File: config.mk
export PLATFORM = sky130hd
export DESIGN_NAME = blink_ctrl_flat
export DESIGN_NICKNAME = d
export VERILOG_FILES = /design/src/rtl/blink_ctrl_pkg.sv /design/src/rtl/blink_ctrl_if.sv /design/src/rtl/blink_chan.sv /design/src/rtl/blink_ctrl.sv /design/src/flat_wrapper.sv
export SDC_FILE = /design/constraint.sdc
export NUM_CORES = 1
export LEC_CHECK = 0
export ABC_AREA = 1
export BUFFER_PORTS_ARGS = -buffer_cell sky130_fd_sc_hd__buf_2
export CORE_UTILIZATION = 43
export DETAILED_ROUTE_END_ITERATION = 10
export PLACE_DENSITY = 0.64
export SLEW_MARGIN = 30
export SYNTH_ARGS = -nofsm -noshare
export SYNTH_HDL_FRONTEND = slang
export SYNTH_HIERARCHICAL = 1
export SYNTH_SLANG_ARGS = --single-unit
File: constraint.sdc
create_clock -name CLOCK -period 3.35 [get_ports CLOCK]
set_input_delay 0.335 -clock CLOCK [delete_from_list [all_inputs] [get_ports CLOCK]]
set_output_delay 0.335 -clock CLOCK [all_outputs]
set_load 0.1 [all_outputs]
File: src/rtl/blink_ctrl_pkg.sv
// Shared encodings for the LED blink controller: channel modes, FSM states and
// small helpers used by the interface, the top and the per-channel engine.
package blink_ctrl_pkg;

  localparam logic [1:0] MODE_OFF   = 2'd0;
  localparam logic [1:0] MODE_ON    = 2'd1;
  localparam logic [1:0] MODE_BLINK = 2'd2;
  localparam logic [1:0] MODE_BURST = 2'd3;

  typedef enum logic [1:0] {
    ST_OFF    = 2'd0,
    ST_ON     = 2'd1,
    ST_RUN_HI = 2'd2,
    ST_RUN_LO = 2'd3
  } state_e;

  // Channel-select width; a single channel still gets a 1-bit select.
  function automatic int ch_width(input int n);
    return (n > 1) ? $clog2(n) : 1;
  endfunction

  function automatic logic state_lit(input state_e s);
    return (s == ST_ON) || (s == ST_RUN_HI);
  endfunction

endpackage

File: src/rtl/blink_ctrl_if.sv
// Configuration write channel of the blink controller (valid/ready plus payload).
interface blink_ctrl_if
  import blink_ctrl_pkg::*;
#(
  parameter int N_CH  = 4,
  parameter int CNT_W = 24
);
  localparam int CH_W = ch_width(N_CH);

  logic             CFG_VALID;
  logic             CFG_READY;
  logic [CH_W-1:0]  CFG_CH;
  logic [1:0]       CFG_MODE;
  logic [CNT_W-1:0] CFG_HALF;
  logic [7:0]       CFG_COUNT;

  modport master (
    output CFG_VALID, CFG_CH, CFG_MODE, CFG_HALF, CFG_COUNT,
    input  CFG_READY
  );

  modport slave (
    input  CFG_VALID, CFG_CH, CFG_MODE, CFG_HALF, CFG_COUNT,
    output CFG_READY
  );
endinterface

File: src/rtl/blink_chan.sv
// One LED channel: OFF/ON/RUN_HI/RUN_LO FSM with phase counter, burst pulse
// counter and a half-period latched at write time.
module blink_chan
  import blink_ctrl_pkg::*;
#(
  parameter int CNT_W = 24
) (
  input  logic             clk,
  input  logic             srst,
  input  logic             wr_en,
  input  logic [1:0]       wr_mode,
  input  logic [CNT_W-1:0] wr_half,
  input  logic [7:0]       wr_count,
  output logic             led,
  output logic             done
);

  state_e           state_reg, state_next;
  logic [CNT_W-1:0] phase_reg, phase_next;
  logic [CNT_W-1:0] half_reg, half_next;
  logic [7:0]       pulse_reg, pulse_next;
  logic [7:0]       count_reg, count_next;
  logic             burst_reg, burst_next;
  logic             led_reg, led_next;
  logic             done_reg, done_next;
  logic             phase_end;

  assign phase_end = (phase_reg == half_reg - CNT_W'(1));

  always_comb begin
    state_next = state_reg;
    phase_next = phase_reg;
    half_next  = half_reg;
    pulse_next = pulse_reg;
    count_next = count_reg;
    burst_next = burst_reg;
    done_next  = 1'b0;

    case (state_reg)
      ST_RUN_HI: begin
        if (phase_end) begin
          state_next = ST_RUN_LO;
          phase_next = '0;
          if (burst_reg) pulse_next = pulse_reg + 8'd1;
        end else begin
          phase_next = phase_reg + CNT_W'(1);
        end
      end
      ST_RUN_LO: begin
        if (phase_end) begin
          phase_next = '0;
          if (burst_reg && (pulse_reg == count_reg)) begin
            state_next = ST_OFF;
            done_next  = 1'b1;
          end else begin
            state_next = ST_RUN_HI;
          end
        end else begin
          phase_next = phase_reg + CNT_W'(1);
        end
      end
      default: ;
    endcase

    // A write overrides the running activity, but a burst finishing on this
    // very edge still reports its completion through done_next.
    if (wr_en) begin
      half_next  = (wr_half == '0) ? CNT_W'(1) : wr_half;
      count_next = wr_count;
      burst_next = (wr_mode == MODE_BURST);
      phase_next = '0;
      pulse_next = '0;
      case (wr_mode)
        MODE_OFF:   state_next = ST_OFF;
        MODE_ON:    state_next = ST_ON;
        MODE_BLINK: state_next = ST_RUN_HI;
        default: begin
          if (wr_count == 8'd0) begin
            state_next = ST_OFF;
            done_next  = 1'b1;
          end else begin
            state_next = ST_RUN_HI;
          end
        end
      endcase
    end

    led_next = state_lit(state_next);
  end

  always_ff @(posedge clk) begin
    if (srst) begin
      state_reg <= ST_OFF;
      phase_reg <= '0;
      half_reg  <= '0;
      pulse_reg <= '0;
      count_reg <= '0;
      burst_reg <= 1'b0;
      led_reg   <= 1'b0;
      done_reg  <= 1'b0;
    end else begin
      state_reg <= state_next;
      phase_reg <= phase_next;
      half_reg  <= half_next;
      pulse_reg <= pulse_next;
      count_reg <= count_next;
      burst_reg <= burst_next;
      led_reg   <= led_next;
      done_reg  <= done_next;
    end
  end

  assign led  = led_reg;
  assign done = done_reg;

endmodule

File: src/rtl/blink_ctrl.sv
// Multi-channel LED blink controller: write decode and ready generation,
// with one blink_chan engine per channel.
module blink_ctrl
  import blink_ctrl_pkg::*;
#(
  parameter int N_CH  = 4,
  parameter int CNT_W = 24
) (
  input  logic            CLOCK,
  input  logic            RESET,
  blink_ctrl_if.slave     cfg,
  output logic [N_CH-1:0] LED,
  output logic [N_CH-1:0] DONE
);

  localparam int CH_W = ch_width(N_CH);

  logic            armed_reg;
  logic            ready_reg;
  logic            accept;
  logic [N_CH-1:0] wr_en;

  // Ready comes up one cycle after the first non-reset edge.
  always_ff @(posedge CLOCK) begin
    if (RESET) begin
      armed_reg <= 1'b0;
      ready_reg <= 1'b0;
    end else begin
      armed_reg <= 1'b1;
      ready_reg <= armed_reg;
    end
  end

  assign cfg.CFG_READY = ready_reg;
  assign accept        = cfg.CFG_VALID && ready_reg;

  // Selects at or above N_CH match no channel and are dropped.
  for (genvar gi = 0; gi < N_CH; gi++) begin : g_chan
    assign wr_en[gi] = accept && (cfg.CFG_CH == CH_W'(gi));

    blink_chan #(
      .CNT_W (CNT_W)
    ) u_chan (
      .clk      (CLOCK),
      .srst     (RESET),
      .wr_en    (wr_en[gi]),
      .wr_mode  (cfg.CFG_MODE),
      .wr_half  (cfg.CFG_HALF),
      .wr_count (cfg.CFG_COUNT),
      .led      (LED[gi]),
      .done     (DONE[gi])
    );
  end

endmodule
File: src/flat_wrapper.sv
// flat-port wrapper written by rule: the top's interface ports become plain ports
module blink_ctrl_flat import blink_ctrl_pkg::*;
#(
  parameter int N_CH  = 4,
  parameter int CNT_W = 24
)
  (CLOCK, RESET, LED, DONE, cfg_CFG_VALID, cfg_CFG_CH, cfg_CFG_MODE, cfg_CFG_HALF, cfg_CFG_COUNT, cfg_CFG_READY);
  blink_ctrl_if #(.N_CH(N_CH), .CNT_W(CNT_W)) cfg_i ();
  input  logic CLOCK;
  input  logic RESET;
  output logic [N_CH-1:0] LED;
  output logic [N_CH-1:0] DONE;
  input wire logic [$bits(cfg_i.CFG_VALID)-1:0] cfg_CFG_VALID;
  input wire logic [$bits(cfg_i.CFG_CH)-1:0] cfg_CFG_CH;
  input wire logic [$bits(cfg_i.CFG_MODE)-1:0] cfg_CFG_MODE;
  input wire logic [$bits(cfg_i.CFG_HALF)-1:0] cfg_CFG_HALF;
  input wire logic [$bits(cfg_i.CFG_COUNT)-1:0] cfg_CFG_COUNT;
  output wire logic [$bits(cfg_i.CFG_READY)-1:0] cfg_CFG_READY;
  assign cfg_i.CFG_VALID = cfg_CFG_VALID;
  assign cfg_i.CFG_CH = cfg_CFG_CH;
  assign cfg_i.CFG_MODE = cfg_CFG_MODE;
  assign cfg_i.CFG_HALF = cfg_CFG_HALF;
  assign cfg_i.CFG_COUNT = cfg_CFG_COUNT;
  assign cfg_CFG_READY = cfg_i.CFG_READY;
  blink_ctrl #(.N_CH(N_CH), .CNT_W(CNT_W)) u_core (.CLOCK(CLOCK), .RESET(RESET), .cfg(cfg_i), .LED(LED), .DONE(DONE));
endmodule
==> results of run 1 <==
layer usage:
metal,track usage,up-vias,wire length (um)
li1,-,8263,-
met1,0.309,7626,21500
met2,0.408,476,22600
met3,0.0394,91,3260
met4,0.0714,0,1270
met5,0,-,0
critical path, cell delays in order (launching register included):
cell and delay (ns):
dfxtp_1 0.34, inv_1 0.11, ha_1 0.26, nand2_1 0.16, nor2_4 0.23, nand2_1 0.10, xor2_1 0.15, nand3_1 0.14
nor3_4 0.33, nand4_2 0.14, nor2_2 0.39, inv_1 0.21, nand2_1 0.11, a21oi_1 0.06
placed cells by master, fill, tap and decap left out, types with 8 or more instances in the layout:
cell and n:
xor2_1 85, dfxtp_1 278, nand4_1 76, inv_1 387, a21oi_1 53, o22ai_1 33
nand2_1 678, a31oi_1 13, nor2_4 17, nor3b_1 8, or2_2 19, clkbuf_16 31
nand2_2 27, buf_2 47, nor3_1 41, xnor2_1 75, o21ai_0 102, nand3_1 192
nand3b_1 24, buf_4 14, nor4_1 25, ha_1 12, nor2_2 49, nor2_1 265
power breakdown:
group	total, W	internal (W)	switching [W]	leakage [nW]
sequential	0.00336	0.00333	0.0000309	2.24
clock	0.00372	0.00228	0.00143	0.543
combinational	0.000796	0.000238	0.000558	6.19
cells in the mapped netlist (4+ instances only):
cell,instances,share of area
nand2_1,678,0.15
inv_1,387,0.086
dfxtp_1,278,0.33
nor2_1,268,0.059
nand3_1,192,0.057
o21ai_0,102,0.030
xor2_1,85,0.044
nand4_1,76,0.028
xnor2_1,75,0.039
a21oi_1,53,0.016
nor2_2,46,0.017
nor3_1,41,0.012
clkbuf_1,40,0.0089
o22ai_1,33,0.012
nand2_2,27,0.010
nor4_1,25,0.0092
nand3b_1,24,0.011
or2_2,19,0.0070
nor2_4,17,0.011
buf_6,14,0.0093
a31oi_1,13,0.0048
ha_1,12,0.0089
buf_2,8,0.0024
nor3b_1,8,0.0035
inv_2,6,0.0013
nand2_4,6,0.0040
nand3_2,6,0.0035
nor4b_1,5,0.0026
a221oi_1,4,0.0021
nor3_4,4,0.0038
cell type report:
class / count / area [um^2]
Multi-Input combinational cell: 1851 / 9540
Timing Repair Buffer: 61 / 340
Clock buffer: 41 / 873
Tap cell: 518 / 648
Sequential cell: 278 / 5570
Clock inverter: 15 / 238
Fill cell: 3956 / 20100
Inverter: 393 / 1480
logic make-up after synthesis:
kind of cell / Yosys count / share of synthesized area
AND/OR/NAND/NOR: 1459 / 0.399
flip-flops: 278 / 0.329
adder cells (fa/ha/maj): 12 / 0.00887
buffers and inverters: 456 / 0.108
AO/OA/AOI/OAI: 220 / 0.0722
XOR/XNOR: 160 / 0.0828
through the flow:
stage	hold WS [ns]	utilization	cells	setup WS (ns)
after floorplan	0.388	-	2585	0.948
after global placement	0.396	0.454	3101	0.583
after detailed placement	0.400	0.454	3101	0.528
after CTS	0.0768	0.482	3157	0.511
after global routing	0.105	0.482	3157	0.155
final	0.121	0.482	3157	0.472
path summary, 6_finish.rpt:
check | end | slack (ns) | cells after the start
max reg2reg | u_core/g_chan[0].u_chan/pulse_reg[7] | 0.47 | 13
min | u_core/g_chan[0].u_chan/count_reg[0] | 0.12 | 3
min reg2reg | u_core/cfg.CFG_READY | 0.41 | 2
max | u_core/g_chan[0].u_chan/pulse_reg[7] | 0.47 | 13
==> impl_metrics.yaml, run 1 <==
timing:
  fin_crit_ns: 2.88
  fmax_ghz: 0.348
  setup_viol: 0
  drv_slew: 0
  max_slew_margin: 0.497
  finClkSkew_ns: 0.0198
  rsz0062_at_grt: "no"
  hold_viol: 0
  setup_tns_ns: 0
  worst_slew_pin_slew_ns: 0.752
  period_share: 0.859
global_routing:
  grt_overflow_total: 0
  grt_pass1_vias: 15431
  grt_antenna_before_repair: 0
  track_usage: 0.239
  grt_max_degree: 26
  grt_first_pass_wirelength_um: 78600
synthesis:
  ys_seq_area_frac: 0.329
  ys.warnings.count: 6
  netlist_area_mm2: 0.0169
  synthFlopType: "dfxtp_1"
  syn_inst: 2585
  ys_types: 46
  syn_avg_cell_area_um2: 6.55
  yosys_register_bits: 278
  synth_fp_nets: 2636
  async_flop_share: 0
  synth_edf_count: 0
min_path:
  min_from: "cfg_CFG_COUNT[0]"
  worstHoldPathType: "input port to flip-flop"
placement:
  dp_hpwl_um: 37300
  place_area_mm2: 0.0176
  numPortBuffers: 47
  gp_congestion: 0.943
setup_path:
  end_kind: "flip-flop"
  crit_start: "u_core/g_chan[0].u_chan/half_reg[0]"
  startpoint_type: "flip-flop"
  critical_path_class: "flip-flop to flip-flop"
  path_max_fanout: 11
  crit_required_ns: 3.80
  arrival_ns: 3.32
  rr_startpoint: "u_core/g_chan[0].u_chan/half_reg[0]"
finish:
  diodes: 0
  drive_above_1_share: 0.0993
  num-nets-final: 2667
  area_delta_synth_final_pct: 10.3
  final_area_mm2: 0.0187
clocking:
  tritoncts: "yes"
  cts_buffers: 31
  cts_resized: 0
  cts_max_path_buffers: 3
  h-tree-depth: 1
  post_cts_buffers: 0
  clk_pin_slew_worst_paths_ns: 0.06
  cts-hold-fix-buffers: 0
  cts.sinks: 278
  cts-root-buf: "clkbuf_16"
  clk_latency_ns: 0.59
run_status:
  status: "finished clean"
power_and_ir_drop:
  power_density_mw_per_mm2: 422
  total_power_w: 0.00788
  max-vdd-ir-drop_mv: 0.455
  leakagePower_nw: 8.97
routing:
  dr.first_iter.drc_count: 1112
  route.detailed.drc: 0
  wl_per_cell_um: 15.4
  num_vias: 16456
  wl_um: 48700
  dr.pass1.iters: 5
  ant_nets: 0
  post_drt_via_cell_ratio: 5.21
floorplanning:
  design.core.area_mm2: 0.0387
  die-height_um: 200
  dieArea_mm2: 0.0402
  fp.dieW_um: 200
  ios: 48
  start_util: 0.437
  rows: 72
job:
  maxCapViolations: 0
(Power assumes the default switching activity.)
==> run 2: changes to the inputs <==
--- a/config.mk
+++ b/config.mk
@@ -7,9 +7,10 @@
 export LEC_CHECK = 0
 export ABC_AREA = 1
 export BUFFER_PORTS_ARGS = -buffer_cell sky130_fd_sc_hd__buf_2
-export CORE_UTILIZATION = 43
+export CORE_UTILIZATION = 50
+export CTS_CLUSTER_DIAMETER = 80
 export DETAILED_ROUTE_END_ITERATION = 10
-export PLACE_DENSITY = 0.64
+export PLACE_DENSITY = 0.71
 export SLEW_MARGIN = 30
 export SYNTH_ARGS = -nofsm -noshare
 export SYNTH_HDL_FRONTEND = slang
==> impl_metrics.yaml, run 2 (synthesis results as in run 1) <==
run_status:
  status: "finished clean"
floorplanning:
  design.core.area_mm2: 0.0334
  start_util: 0.506
  fp.dieW_um: 186
  dieArea_mm2: 0.0346
  ios: 48
  rows: 67
  die-height_um: 186
placement:
  dp_hpwl_um: 36700
  numPortBuffers: 47
  gp_congestion: 0.936
setup_path:
  end_kind: "flip-flop"
  cpPeakStageDelay_ns: 0.41
  critPathSlowestCell: "nor2_2"
  path_cells: "inv_1 > ha_1 > nand2_1 > nor2_4 > nand4_1 > nand3_1 > nand2_1 > inv_1 > nand2_2 > nor2_2 > nand4_2 > nor2_2 > inv_1 > nand2_1 > a21oi_1"
  cp_num_buf_inv: 3
  arrival_ns: 3.23
  startpoint_type: "flip-flop"
  crit_required_ns: 3.73
  crit_family: "simple AND/OR/NAND/NOR gates"
  critical_path_class: "flip-flop to flip-flop"
  path_max_fanout: 11
routing:
  wl_per_cell_um: 15.7
  dr.pass1.iters: 5
  post_drt_via_cell_ratio: 5.34
  num_vias: 16489
  route.detailed.drc: 0
  wl_um: 48400
  ant_nets: 0
  dr.first_iter.drc_count: 1322
power_and_ir_drop:
  power_frac_seq: 0.433
  power_density_mw_per_mm2: 419
  p_clk_frac: 0.464
  leakagePower_nw: 8.95
  switchingPower_w: 0.00204
  comb_power_share: 0.103
  p_int_w: 0.00573
  p_sw_frac: 0.262
  max-vdd-ir-drop_mv: 0.326
clocking:
  h-tree-depth: 2
  cts-root-buf: "clkbuf_16"
  cts_max_path_buffers: 3
  cts_buffers: 34
  tritoncts: "yes"
  cts_resized: 0
  clk_latency_ns: 0.52
  clk_pin_slew_worst_paths_ns: 0.06
  cts.sinks: 278
  post_cts_buffers: 0
  cts-hold-fix-buffers: 0
timing:
  fin_crit_ns: 2.85
  setup_viol: 0
  drv_slew: 0
  period_share: 0.851
  hold_viol: 0
  worst_slew_pin_slew_ns: 0.756
  fmax_ghz: 0.351
  setup_tns_ns: 0
  max_slew_margin: 0.495
  finClkSkew_ns: 0.0135
  holdWs_ns: 0.177
  rsz0062_at_grt: "no"
min_path:
  worstHoldPathType: "input port to flip-flop"
finish:
  drive_above_1_share: 0.0978
  diodes: 0
  num-nets-final: 2669
  area_delta_synth_final_pct: 9.56
  layout_commonest_cell: "nand2_1"
  layout_common_cells: "678 x nand2_1, 387 x inv_1, 278 x dfxtp_1"
global_routing:
  grt_antenna_before_repair: 0
  grt_pass1_vias: 15256
  grt_first_pass_wirelength_um: 77800
  track_usage: 0.283
  grt_overflow_total: 0
  grt_max_degree: 26
job:
  maxCapViolations: 0
run 2: cell count changes in the layout (fill, tap and decap cells not counted), sizes merged:
cell	previous run	this run
inv	394	395
buf	61	60
clkinv	6	4
clkbuf	41	47
bufinv	6	2
run 2: power groups by stage:
stage | clock network, W | logic [W] | registers [W]
after detailed placement | 0 | 0.000782 | 0.00344
after global placement | 0 | 0.000768 | 0.00344
after global routing | 0.00382 | 0.000884 | 0.00337
final | 0.00360 | 0.000798 | 0.00337
after floorplan | 0 | 0.000548 | 0.00344
after CTS | 0.00367 | 0.000786 | 0.00336
run 2: routing by layer:
layer  vias up  part of all wire  GRT usage
li1       8271                 -          -
met2       507              0.44      0.458
met5         -                 0          0
met4         0             0.041      0.116
met1      7605              0.45      0.382
met3       106             0.059     0.0335
run 2: worst paths after layout:
| check | from | to | slack (ns) | depth (start not counted) |
|---|---|---|---|---|
| max | u_core/g_chan[2].u_chan/half_reg[0] | u_core/g_chan[2].u_chan/pulse_reg[7] | 0.50 | 15 |
| min | cfg_CFG_HALF[9] | u_core/g_chan[0].u_chan/half_reg[9] | 0.18 | 3 |
| max reg2reg | u_core/g_chan[2].u_chan/half_reg[0] | u_core/g_chan[2].u_chan/pulse_reg[7] | 0.50 | 15 |
| min reg2reg | u_core/armed_reg | u_core/cfg.CFG_READY | 0.41 | 2 |
run 2: metrics by stage:
step	area (um^2)	instances	setup slack (ns)	util	power, W
2_1_floorplan	16900	2585	0.948	-	0.00399
5_1_grt	18600	3087	0.203	0.555	0.00807
3_5_place_dp	17500	3030	0.540	0.523	0.00422
6_report	18600	3087	0.500	0.555	0.00776
4_1_cts	18600	3087	0.513	0.555	0.00782
3_3_place_gp	17500	3030	0.621	0.523	0.00420
run 2: cell type report:
cell class,count,area (um^2)
fill,3261,14900
clock buffer,47,961
clock inverter,10,113
sequential,278,5570
tap,448,561
multi-input combinational,1851,9540
timing repair buffer,60,333
inverter,393,1480
run 2: worst reg2reg max path, delay by kind of cell (launching register included):
kind,cells,cell delay [ns]
AND/OR/NAND/NOR,10,1.68
buffers and inverters,3,0.38
adder cells (fa/ha/maj),1,0.25
AO/OA/AOI/OAI,1,0.06
flip-flops,1,0.33
==> run 3: changes to the inputs <==
--- a/config.mk
+++ b/config.mk
@@ -7,12 +7,13 @@
 export LEC_CHECK = 0
 export ABC_AREA = 1
 export BUFFER_PORTS_ARGS = -buffer_cell sky130_fd_sc_hd__buf_2
-export CORE_UTILIZATION = 50
+export CELL_PAD_IN_SITES_DETAIL_PLACEMENT = 0
+export CELL_PAD_IN_SITES_GLOBAL_PLACEMENT = 1
+export CORE_UTILIZATION = 49
 export CTS_CLUSTER_DIAMETER = 80
 export DETAILED_ROUTE_END_ITERATION = 10
-export PLACE_DENSITY = 0.71
+export PLACE_DENSITY = 0.91
 export SLEW_MARGIN = 30
 export SYNTH_ARGS = -nofsm -noshare
 export SYNTH_HDL_FRONTEND = slang
-export SYNTH_HIERARCHICAL = 1
 export SYNTH_SLANG_ARGS = --single-unit
==> impl_metrics.yaml, run 3 <==
setup_path:
  startpoint_type: "flip-flop"
  arrival_ns: 3.26
  critical_path_class: "flip-flop to flip-flop"
  crit_required_ns: 3.81
  path_max_fanout: 22
  end_kind: "flip-flop"
timing:
  setup_viol: 0
  holdWs_ns: 0.144
  fin_crit_ns: 2.80
  finClkSkew_ns: 0.00997
  period_share: 0.835
  setup_tns_ns: 0
  fmax_ghz: 0.358
  max_slew_margin: 0.417
  worst_slew_pin_slew_ns: 0.874
  rsz0062_at_grt: "no"
  drv_slew: 0
  hold_viol: 0
synthesis:
  ys_seq_area_frac: 0.334
  synth_area_leaders: "dfxtp_1 33%, nand2_1 13%, nor2_1 7.3%, inv_1 7.1%, xor2_1 6.8%"
  synthFlopType: "dfxtp_1"
  ys_types: 55
  synth_commonest_cells: "581 x nand2_1, 325 x nor2_1, 316 x inv_1"
  yosys.cell_count.top_type: "nand2_1"
  yosys.area.top_type: "dfxtp_1"
  async_flop_share: 0
  synth_edf_count: 0
  syn_avg_cell_area_um2: 6.70
  synth_top_area_frac: 0.334
  ys.warnings.count: 0
  syn_inst: 2486
  yosys_register_bits: 278
  netlist_area_mm2: 0.0166
  synth_fp_nets: 2537
min_path:
  worstHoldPathType: "input port to flip-flop"
finish:
  drive_above_1_share: 0.0917
  finalNonFillerCells: 3010
  layout_common_cells: "581 x nand2_1, 324 x nor2_1, 316 x inv_1"
  num-nets-final: 2589
  layout_commonest_cell: "nand2_1"
  area_delta_synth_final_pct: 11.6
  diodes: 0
run_status:
  status: "finished clean"
routing:
  ant_nets: 0
  num_vias: 16159
  post_drt_via_cell_ratio: 5.37
  dr.pass1.iters: 6
  wl_per_cell_um: 16.7
  route.detailed.drc: 0
  wl_um: 50200
  dr.first_iter.drc_count: 1206
clocking:
  clk_latency_ns: 0.57
  h-tree-depth: 1
  clk_pin_slew_worst_paths_ns: 0.06
  cts.sinks: 278
  cts-hold-fix-buffers: 0
  cts_buffers: 31
  cts-root-buf: "clkbuf_16"
  cts_max_path_buffers: 3
  tritoncts: "yes"
  cts_resized: 0
  post_cts_buffers: 0
power_and_ir_drop:
  leakagePower_nw: 8.36
  power_density_mw_per_mm2: 441
  max-vdd-ir-drop_mv: 0.513
floorplanning:
  die-height_um: 186
  rows: 67
  fp.dieW_um: 186
  dieArea_mm2: 0.0347
  ios: 48
  start_util: 0.498
  design.core.area_mm2: 0.0334
placement:
  dp_hpwl_um: 38200
  gp_congestion: 0.949
  numPortBuffers: 47
  placed_cells: 2953
global_routing:
  grt_pass1_vias: 15166
  grt_overflow_total: 0
  grt_first_pass_wirelength_um: 79900
  track_usage: 0.284
  grt_antenna_before_repair: 0
  grt_max_degree: 35
job:
  maxCapViolations: 0
==> run 3: cells by family after synthesis <==
| logic type | Yosys count | share of synthesized area |
|---|---|---|
| adders and majority gates | 12 | 0.00902 |
| DFF | 278 | 0.334 |
| xor gates and xnor gates | 187 | 0.101 |
| AOI/OAI and AO/OA | 266 | 0.0909 |
| and+or+nand+nor | 1362 | 0.376 |
| buffers and inverters | 381 | 0.0893 |
==> run 3: layer usage <==
layer  part of all wire  global-route usage  vias up
met4              0.045               0.124        0
met1               0.45               0.372     7444
met2               0.45               0.465      416
met5                  0                   0        -
li1                   -                   -     8182
met3              0.060              0.0427      117
==> run 3: cell type report <==
type,instances,area (um^2)
Timing Repair Buffer,75,445
Tap cell,448,561
Clock buffer,32,790
Multi-Input combinational cell,1827,9600
Fill cell,3320,14900
Sequential cell,278,5570
Clock inverter,25,392
Inverter,325,1220
==> run 3: worst paths after layout <==
path / depth (start not counted) / end / from / slack (ns)
setup / recovery: 16 / u_core.g_chan[2].u_chan.phase_reg[18] / u_core.g_chan[2].u_chan.half_reg[0] / 0.55
hold / removal: 3 / u_core.g_chan[3].u_chan.state_reg[1] / cfg_CFG_MODE[1] / 0.14
setup reg to reg: 16 / u_core.g_chan[2].u_chan.phase_reg[18] / u_core.g_chan[2].u_chan.half_reg[0] / 0.55
hold reg to reg: 2 / u_core.cfg.CFG_READY / u_core.armed_reg / 0.41
==> run 3: power breakdown <==
part	internal [W]	switching (W)	total, W
Clock	0.00248	0.00147	0.00395
Sequential	0.00333	0.0000295	0.00336
Combinational	0.000265	0.000609	0.000874
Total	0.00607	0.00211	0.00818
==> run 3: worst max-delay path: stages, from the launching register on <==
cell and delay [ns]:
dfxtp_1 0.31, inv_1 0.14, ha_1 0.23, nand2_2 0.13
nor2_1 0.30, nand2_1 0.13, nand3_1 0.15, nand2_1 0.07
nor2_1 0.10, nand2_1 0.07, nor2_1 0.17, nand4_1 0.23
nand2_1 0.12, buf_4 0.26, a31oi_1 0.10, o21bai_1 0.14
inv_1 0.05
==> run 3: through the flow <==
| step | utilization | power (W) | setup slack, ns | cell area, um^2 |
|---|---|---|---|---|
| final | 0.555 | 0.00818 | 0.554 | 18600 |
| after global routing | 0.555 | 0.00846 | 0.212 | 18600 |
| after CTS | 0.555 | 0.00821 | 0.562 | 18600 |
| after detailed placement | 0.520 | 0.00429 | 0.574 | 17400 |
| after global placement | 0.520 | 0.00429 | 0.611 | 17400 |
| after floorplan | - | 0.00403 | 0.815 | 16600 |
